--- config.mk ---
export PLATFORM = sky130hd
export DESIGN_NAME = lsu
export DESIGN_NICKNAME = d
export VERILOG_FILES = /design/src/rtl/lsu_pkg.sv /design/src/rtl/lsu_align.sv /design/src/rtl/lsu.sv
export SDC_FILE = /design/constraint.sdc
export NUM_CORES = 1
export LEC_CHECK = 0
export BUFFER_PORTS_ARGS = -buffer_cell sky130_fd_sc_hd__buf_2
export CORE_UTILIZATION = 45
export DETAILED_ROUTE_END_ITERATION = 7
export PLACE_DENSITY_LB_ADDON = 0.1
export SYNTH_ARGS = -nofsm -noshare
export SYNTH_HDL_FRONTEND = slang
export SYNTH_SLANG_ARGS = --single-unit
--- constraint.sdc ---
create_clock -name clk -period 1.58 [get_ports clk]
set_clock_uncertainty 0.15 [all_clocks]
set_input_delay 0.158 -clock clk [delete_from_list [all_inputs] [get_ports clk]]
set_output_delay 0.158 -clock clk [all_outputs]
set_load 0.01 [all_outputs]
--- src/rtl/lsu_pkg.sv ---
// lsu_pkg: shared constants and helpers for the load/store unit.
//   - FSM state encoding (IDLE, ACCESS, RESP, ERR)
//   - RV32I load/store funct3 codes
//   - wait-counter width for the MemAck timeout
//   - legality and alignment helpers used when a request is accepted
package lsu_pkg;

    localparam int MAX_WAIT_DEF = 15;
    localparam int WAIT_W       = $clog2(MAX_WAIT_DEF + 1);

    typedef logic [1:0] state_t;
    localparam state_t S_IDLE   = 2'd0;
    localparam state_t S_ACCESS = 2'd1;
    localparam state_t S_RESP   = 2'd2;
    localparam state_t S_ERR    = 2'd3;

    localparam logic [2:0] F3_B  = 3'b000;
    localparam logic [2:0] F3_H  = 3'b001;
    localparam logic [2:0] F3_W  = 3'b010;
    localparam logic [2:0] F3_BU = 3'b100;
    localparam logic [2:0] F3_HU = 3'b101;

    // Unsigned widths only exist for loads.
    function automatic logic f3_legal(input logic [2:0] f3, input logic store);
        case (f3)
            F3_B, F3_H, F3_W: return 1'b1;
            F3_BU, F3_HU:     return !store;
            default:          return 1'b0;
        endcase
    endfunction

    // funct3[1:0] encodes the access width for every legal code.
    function automatic logic adr_misaligned(input logic [2:0] f3, input logic [1:0] adr_lo);
        case (f3[1:0])
            2'b01:   return adr_lo[0];
            2'b10:   return adr_lo != 2'b00;
            default: return 1'b0;
        endcase
    endfunction

endpackage

--- src/rtl/lsu_align.sv ---
// lsu_align: combinational lane logic for the load/store unit.
//   funct3     in  3   access width/sign
//   adr_lo     in  2   byte offset within the word
//   store      in  1   1 = store, 0 = load
//   wdata      in  32  unshifted store data
//   rdata      in  32  word read from memory
//   mem_be     out 4   byte strobes (all ones for loads)
//   mem_wdata  out 32  lane-replicated store data
//   load_value out 32  selected and extended load data
module lsu_align
    import lsu_pkg::*;
(
    input  logic [2:0]  funct3,
    input  logic [1:0]  adr_lo,
    input  logic        store,
    input  logic [31:0] wdata,
    input  logic [31:0] rdata,
    output logic [3:0]  mem_be,
    output logic [31:0] mem_wdata,
    output logic [31:0] load_value
);

    logic [7:0]  byte_sel;
    logic [15:0] half_sel;

    always_comb begin
        mem_be    = 4'b1111;
        mem_wdata = wdata;
        if (store) begin
            case (funct3[1:0])
                2'b00: begin
                    mem_be    = 4'b0001 << adr_lo;
                    mem_wdata = {4{wdata[7:0]}};
                end
                2'b01: begin
                    mem_be    = 4'b0011 << {adr_lo[1], 1'b0};
                    mem_wdata = {2{wdata[15:0]}};
                end
                default: begin
                    mem_be    = 4'b1111;
                    mem_wdata = wdata;
                end
            endcase
        end
    end

    always_comb begin
        case (adr_lo)
            2'd0:    byte_sel = rdata[7:0];
            2'd1:    byte_sel = rdata[15:8];
            2'd2:    byte_sel = rdata[23:16];
            default: byte_sel = rdata[31:24];
        endcase
        half_sel = adr_lo[1] ? rdata[31:16] : rdata[15:0];
    end

    always_comb begin
        case (funct3)
            F3_B:    load_value = {{24{byte_sel[7]}}, byte_sel};
            F3_H:    load_value = {{16{half_sel[15]}}, half_sel};
            F3_W:    load_value = rdata;
            F3_BU:   load_value = {24'd0, byte_sel};
            F3_HU:   load_value = {16'd0, half_sel};
            default: load_value = 32'd0;
        endcase
    end

endmodule

--- src/rtl/lsu.sv ---
// lsu: load/store unit between the core memory stage and a variable-latency
// data memory with a req/ack handshake.
//   clk, reset        clock, synchronous active-high reset
//   MemRead/MemWrite  core request (store wins when both are high)
//   Funct3, Adr       access width/sign and byte address
//   WriteData         rs2 value, unshifted
//   Stall             core holds PC and request while high
//   Done              one-cycle completion/error pulse
//   LoadResult        extended load data, valid only with Done
//   Misaligned        with Done: address not aligned to the width
//   AccessFault       with Done: illegal funct3 or MemAck timeout
//   MemReq/MemWe      memory request and direction
//   MemAdr/MemWdata   word address and lane-replicated store data
//   MemBe             byte strobes
//   MemAck/MemRdata   memory completion and read word (same cycle)
//
// state  | meaning
// IDLE   | waiting for MemRead/MemWrite; request checked and latched
// ACCESS | MemReq high, waiting for MemAck or timeout
// RESP   | Done with LoadResult (0 for stores)
// ERR    | Done with Misaligned or AccessFault, no memory access made
module lsu
    import lsu_pkg::*;
#(
    parameter int MAX_WAIT = MAX_WAIT_DEF
) (
    input  logic        clk,
    input  logic        reset,
    input  logic        MemRead,
    input  logic        MemWrite,
    input  logic [2:0]  Funct3,
    input  logic [31:0] Adr,
    input  logic [31:0] WriteData,
    output logic        Stall,
    output logic        Done,
    output logic [31:0] LoadResult,
    output logic        Misaligned,
    output logic        AccessFault,
    output logic        MemReq,
    output logic        MemWe,
    output logic [31:0] MemAdr,
    output logic [31:0] MemWdata,
    output logic [3:0]  MemBe,
    input  logic        MemAck,
    input  logic [31:0] MemRdata
);

    localparam logic [WAIT_W-1:0] WAIT_LAST = WAIT_W'(MAX_WAIT);

    state_t              state;
    logic [WAIT_W-1:0]   wait_cnt;
    logic [31:0]         adr_q;
    logic [2:0]          f3_q;
    logic [31:0]         wdata_q;
    logic [31:0]         rdata_q;
    logic                store_q;
    logic                mis_q;
    logic                fault_q;

    logic                req;
    logic                req_store;
    logic                req_illegal;
    logic                req_mis;
    logic [3:0]          be;
    logic [31:0]         wdata_lane;
    logic [31:0]         load_value;

    assign req         = MemRead | MemWrite;
    assign req_store   = MemWrite;
    assign req_illegal = !f3_legal(Funct3, req_store);
    assign req_mis     = adr_misaligned(Funct3, Adr[1:0]);

    // Aligner works on latched values only, so the bus stays stable in ACCESS.
    lsu_align u_align (
        .funct3     (f3_q),
        .adr_lo     (adr_q[1:0]),
        .store      (store_q),
        .wdata      (wdata_q),
        .rdata      (rdata_q),
        .mem_be     (be),
        .mem_wdata  (wdata_lane),
        .load_value (load_value)
    );

    always_ff @(posedge clk) begin
        if (reset) begin
            state    <= S_IDLE;
            wait_cnt <= '0;
            adr_q    <= '0;
            f3_q     <= '0;
            wdata_q  <= '0;
            rdata_q  <= '0;
            store_q  <= 1'b0;
            mis_q    <= 1'b0;
            fault_q  <= 1'b0;
        end else begin
            case (state)
                S_IDLE: begin
                    if (req) begin
                        adr_q    <= Adr;
                        f3_q     <= Funct3;
                        wdata_q  <= WriteData;
                        store_q  <= req_store;
                        wait_cnt <= '0;
                        // Illegal funct3 is reported in preference to misalignment.
                        fault_q  <= req_illegal;
                        mis_q    <= !req_illegal && req_mis;
                        state    <= (req_illegal || req_mis) ? S_ERR : S_ACCESS;
                    end
                end
                S_ACCESS: begin
                    if (MemAck) begin
                        rdata_q <= MemRdata;
                        state   <= S_RESP;
                    end else if (wait_cnt == WAIT_LAST) begin
                        fault_q <= 1'b1;
                        mis_q   <= 1'b0;
                        state   <= S_ERR;
                    end else begin
                        wait_cnt <= wait_cnt + 1'b1;
                    end
                end
                S_RESP:  state <= S_IDLE;
                S_ERR:   state <= S_IDLE;
                default: state <= S_IDLE;
            endcase
        end
    end

    assign Stall       = (state == S_IDLE && req) || state == S_ACCESS;
    assign Done        = state == S_RESP || state == S_ERR;
    assign LoadResult  = (state == S_RESP && !store_q) ? load_value : 32'd0;
    assign Misaligned  = state == S_ERR && mis_q;
    assign AccessFault = state == S_ERR && fault_q;

    assign MemReq   = state == S_ACCESS;
    assign MemWe    = state == S_ACCESS && store_q;
    assign MemAdr   = (state == S_ACCESS) ? {adr_q[31:2], 2'b00} : 32'd0;
    assign MemWdata = (state == S_ACCESS) ? wdata_lane : 32'd0;
    assign MemBe    = (state == S_ACCESS) ? be : 4'd0;

endmodule

==> results_dict.tcl, run 1 <==
set metrics [dict create \
    root_buffer "clkbuf_16" \
    rows 40 \
    die_w_um 112.6 \
    yosysTopAreaCellShare_pct 39.25 \
    die_height_um 112.6 \
    status "stopped before the end" \
    postSynth.asyncResetShare_pct 0 \
    grt_overflow 5 \
    synth.area.top_cells "dfxtp_1 39%, nand2_1 17%, a21oi_1 13%, and2_1 4.7%, mux4_2 2.9%" \
    portBuffers 207 \
    place_hpwl_mm 12.62 \
    place_congestion 0.9230 \
    cts_buffers 9 \
    synth_area_leader_cell "dfxtp_1" \
    clk_path_buf_depth 2 \
    initial_core_util_pct 46.06 \
    synth_cell_types 50 \
    syn-cell-area_um2 5509 \
    failed_stage "global routing (5_1_grt)" \
    worst-ep-kind "output port" \
    synth-edff-count 0 \
    pin_count 210 \
    synth_area_per_cell_um2 7.415 \
    synth-seq-cells 108 \
    track_usage_pct 74.49 \
    synth_warnings 0 \
    grt_antenna_before_repair 3 \
    synthCells 743 \
    ys_seq_area_share_pct 39.25 \
    h-tree-depth 3 \
    crit_endpoint "LoadResult[1]" \
    stop_error "[ERROR GRT-0232] Routing congestion too high. Check the congestion heatmap in the GUI." \
    synth_ff_type "dfxtp_1" \
    cts.sinks 108 \
    grt_max_degree 69 \
]
## metal layers
layer / GRT usage [%] / overflow
met5: 12.55 / 0
met4: 79.73 / 3
met3: 54.54 / 0
met2: 95.47 / 2
met1: 73.08 / 0
## logic make-up after synthesis
group | after synthesis | share of synthesized area (%)
other | 1 | 0.06807
muxes | 18 | 4.860
DFF | 108 | 39.25
AOI/OAI and AO/OA | 198 | 20.24
and+or+nand+nor | 341 | 27.07
buffers and inverters | 73 | 7.608
adders and majority gates | 4 | 0.9085
## Yosys cell counts (2+ instances only)
| cell | count |
|---|---|
| dfxtp_1 | 108 |
| mux4_2 | 7 |
| o21ai_0 | 13 |
| nand2_1 | 243 |
| inv_1 | 6 |
| clkbuf_1 | 22 |
| a222oi_1 | 8 |
| nand3_1 | 4 |
| nor2_1 | 28 |
| o22ai_1 | 2 |
| nor2b_1 | 2 |
| and2_1 | 41 |
| buf_4 | 13 |
| mux2i_1 | 11 |
| a211oi_1 | 9 |
| nor3_1 | 4 |
| ha_1 | 4 |
| buf_2 | 20 |
| a22oi_1 | 8 |
| nand2b_1 | 3 |
| buf_6 | 9 |
| a21oi_1 | 148 |
| and3_2 | 2 |
| nor3b_4 | 2 |
## per-stage QoR
stage / setup WS, ns / setup TNS [ns] / instances / cell area, um^2
floorplan: -0.08069 / -1.340 / 744 / 5729
global placement: -0.1487 / -3.384 / 1104 / 7256
detailed placement: -0.2030 / -6.334 / 1104 / 7256
CTS: -0.5451 / -46.68 / 1251 / 9882
## timing repair
action | 4_1_cts
cloned | 15
buffers inserted | 15
pin swaps | 40
resized for setup | 187
endpoints found under the hold margin | 100
endpoints found under the setup margin | 141
hold buffers | 101
==> inputs of run 2 (changes only) <==
--- a/config.mk
+++ b/config.mk
@@ -6,9 +6,9 @@
 export NUM_CORES = 1
 export LEC_CHECK = 0
 export BUFFER_PORTS_ARGS = -buffer_cell sky130_fd_sc_hd__buf_2
-export CORE_UTILIZATION = 45
+export CORE_UTILIZATION = 35
 export DETAILED_ROUTE_END_ITERATION = 7
-export PLACE_DENSITY_LB_ADDON = 0.1
+export PLACE_DENSITY_LB_ADDON = 0.15
 export SYNTH_ARGS = -nofsm -noshare
 export SYNTH_HDL_FRONTEND = slang
 export SYNTH_SLANG_ARGS = --single-unit
==> constraint.sdc (replaced) <==
create_clock -name clk -period 2.1 [get_ports clk]
set_clock_uncertainty 0.15 [all_clocks]
set_input_delay 0.21 -clock clk [delete_from_list [all_inputs] [get_ports clk]]
set_output_delay 0.21 -clock clk [all_outputs]
set_load 0.01 [all_outputs]
==> run 2 against run 1 <==
Net effect: the flow now finishes, with violations (design-rule violations, negative setup slack); synthesized area stayed put; synthesized cell count stayed put.
==> results_dict.tcl, run 2 <==
set metrics [dict create \
    status "finished with violations" \
    violations "design-rule violations, negative setup slack" \
    final_util_pct 54.68 \
    place_hpwl_mm 12.55 \
    place_congestion 0.8773 \
    layout_common_cells "242 x nand2_1, 209 x buf_2, 141 x a21oi_1" \
    cts_tree "done" \
    track_usage_pct 23.39 \
    multiInputGateArea_um2 3060 \
    crit_type "reg2out" \
    fillers 1480 \
    synth_warnings 0 \
    largestRegisters "adr_q (32), rdata_q (32), wdata_q (32)" \
    stdcell_area_um2 8343 \
    cts_buffers 9 \
    final.period_utilization_pct 103.6 \
    antenna_cells 0 \
    synth.area.top_cells "dfxtp_1 39%, nand2_1 17%, a21oi_1 13%, and2_1 4.7%, mux4_2 2.9%" \
    num-nets-final 1153 \
    synth_area_leader_cell "dfxtp_1" \
    postSynth.asyncResetShare_pct 0 \
    grt_pass1_vias 5709 \
    root_buffer "clkbuf_16" \
    synth_area_per_cell_um2 7.415 \
    cp-end-kind "primary output" \
    hold_end "store_q$_SDFFE_PP0P_" \
    crit_arrival_ns 1.82 \
    clk_latency_ns 0.35 \
    finalPower_uw 5518 \
    reg2reg_from "state[1]$_SDFFE_PP0P_" \
    synthAdderAreaFrac_pct 0.9085 \
    met2_wirelength_mm 9.030 \
    drtIter0Drc 425 \
    timing.final.ws_setup_ns -0.07624 \
    register_area_um2 2181 \
    rows 45 \
    syn-cell-area_um2 5509 \
    maxCapViolations 0 \
    grt_overflow 0 \
    synthCells 743 \
    crit_fanout 6 \
    synthXorXnorAreaFrac_pct 0 \
    grt_max_degree 48 \
    path_clk_slew_ns 0.07 \
    placedCellCount 1130 \
    slew_viol_final 0 \
    rr_endpoint "wdata_q[3]$_SDFFE_PP0P_" \
    hold_viol_final 0 \
    area_growth_pct 51.44 \
    yosysTopAreaCellShare_pct 39.25 \
    post-route-min-period_ns 2.176 \
    vias 6162 \
    synth_cell_types 50 \
    post-route-drc-count 1 \
    r2r_cells 6 \
    highest_layer "met4" \
    required_ns 1.74 \
    ys_seq_area_share_pct 39.25 \
    p_leak_uw 0.003582 \
    synth-edff-count 0 \
    met1_length_mm 8.334 \
    rsz0062_at_grt "yes" \
    ir_drop_v 0.0004670 \
    initial_core_util_pct 36.10 \
    h-tree-depth 3 \
    synthSimpleGateAreaFrac_pct 27.07 \
    drive_gt1_share_pct 30.95 \
    antenna_left 0 \
    routed-wl-met3_mm 1.166 \
    synth_top_family_by_area "simple AND/OR/NAND/NOR gates" \
    core_area_um2 15260 \
    whs_path_depth 4 \
    setup_viol 14 \
    worst_setup_path_start_kind "flop" \
    grt_antenna_before_repair 0 \
    clk_path_buf_depth 2 \
    pin_count 210 \
    drt_pass1_iterations 8 \
    tns_ns -0.4498 \
    portBuffers 207 \
    wl_per_cell_um 15.17 \
    max_freq_ghz 0.4595 \
    final_common_cell "nand2_1" \
    grt_pass1_wl_mm 29.44 \
    viasPerCell 4.887 \
    pwr_density_cell_nw_per_um2 661.4 \
    place_area_um2 6746 \
    worstHoldPathType "in2reg" \
    wl_mm 19.13 \
    netlist_top_cells_count "243 x nand2_1, 148 x a21oi_1, 108 x dfxtp_1" \
    synth_compound_gate_area_share_pct 20.24 \
    holdCritStartpoint "MemRead" \
    layout.cells.non_filler 1261 \
    die_height_um 127.5 \
    die_w_um 127.5 \
    die_area_um2 16250 \
    synth_ff_type "dfxtp_1" \
    synth_most_common_cell "nand2_1" \
    rrSetupSlack_ns 0.39 \
    cts.sinks 108 \
    synth.mux.area_fraction_pct 4.860 \
    synth-seq-cells 108 \
]
run 2: report_power, final:
group          internal [uW]  total (uW)  leakage, uW  switching [uW]
Sequential              2220        2360     0.000889             143
Clock                    838        1620     0.000143             785
Combinational            688        1530      0.00255             842
Total                   3750        5520      0.00358            1770
run 2: logic make-up after synthesis:
group,after synthesis
DFF,108
other,1
buffers and inverters,73
and+or+nand+nor,341
adders and majority gates,4
muxes,18
AOI/OAI and AO/OA,198
run 2: area by class of cell:
class                           count  area share [%]
Clock buffer                       10           2.864
Sequential cell                   108           26.14
Inverter                            7          0.3149
Tap cell                          211           3.164
Timing Repair Buffer              355           30.38
Clock inverter                      6          0.4499
Multi-Input combinational cell    564           36.68
run 2: repair_timing:
action / in CTS / in global routing
endpoints found under the hold margin: 100 / 0
resized for setup: 22 / 29
gates cloned: 1 / 2
pin swaps: 5 / 12
setup buffers: 6 / 8
hold buffers: 100 / 0
endpoints found under the setup margin: 56 / 46
run 2: metal layers:
layer,vias up,GRT usage [%]
met1,2810,29.50
met2,218,37.96
met3,44,6.030
met5,-,0
met4,0,9.524
li1,3090,-
run 2: critical path, stage by stage, from the launching register on:
cell and delay [ns]:
dfxtp_4 0.37, buf_8 0.13, mux4_2 0.49, a222oi_1 0.27, nor2_1 0.06, buf_2 0.14
run 2: how the worst max path moves through the flow:
| stage | start | to | slack [ns] | cells after the start |
|---|---|---|---|---|
| floorplan | adr_q[0]$_SDFFE_PP0P_ | LoadResult[5] | 0.27 | 4 |
| global placement | adr_q[1]$_SDFFE_PP0P_ | LoadResult[7] | 0.15 | 6 |
| global route | adr_q[0]$_SDFFE_PP0P_ | LoadResult[5] | -0.15 | 5 |
| detailed placement | adr_q[0]$_SDFFE_PP0P_ | LoadResult[25] | 0.19 | 6 |
| CTS | adr_q[0]$_SDFFE_PP0P_ | LoadResult[6] | -0.09 | 5 |
| finish | adr_q[0]$_SDFFE_PP0P_ | LoadResult[0] | -0.08 | 5 |
run 2: through the flow:
step | setup WS [ns] | hold WS, ns
finish | -0.07624 | 0.01838
global route | -0.1498 | 0.02291
CTS | -0.09052 | 0.003260
detailed placement | 0.1853 | 0.2918
global placement | 0.1537 | 0.2893
floorplan | 0.2660 | 0.1960
Note: power is estimated with default switching activity, not from simulation.
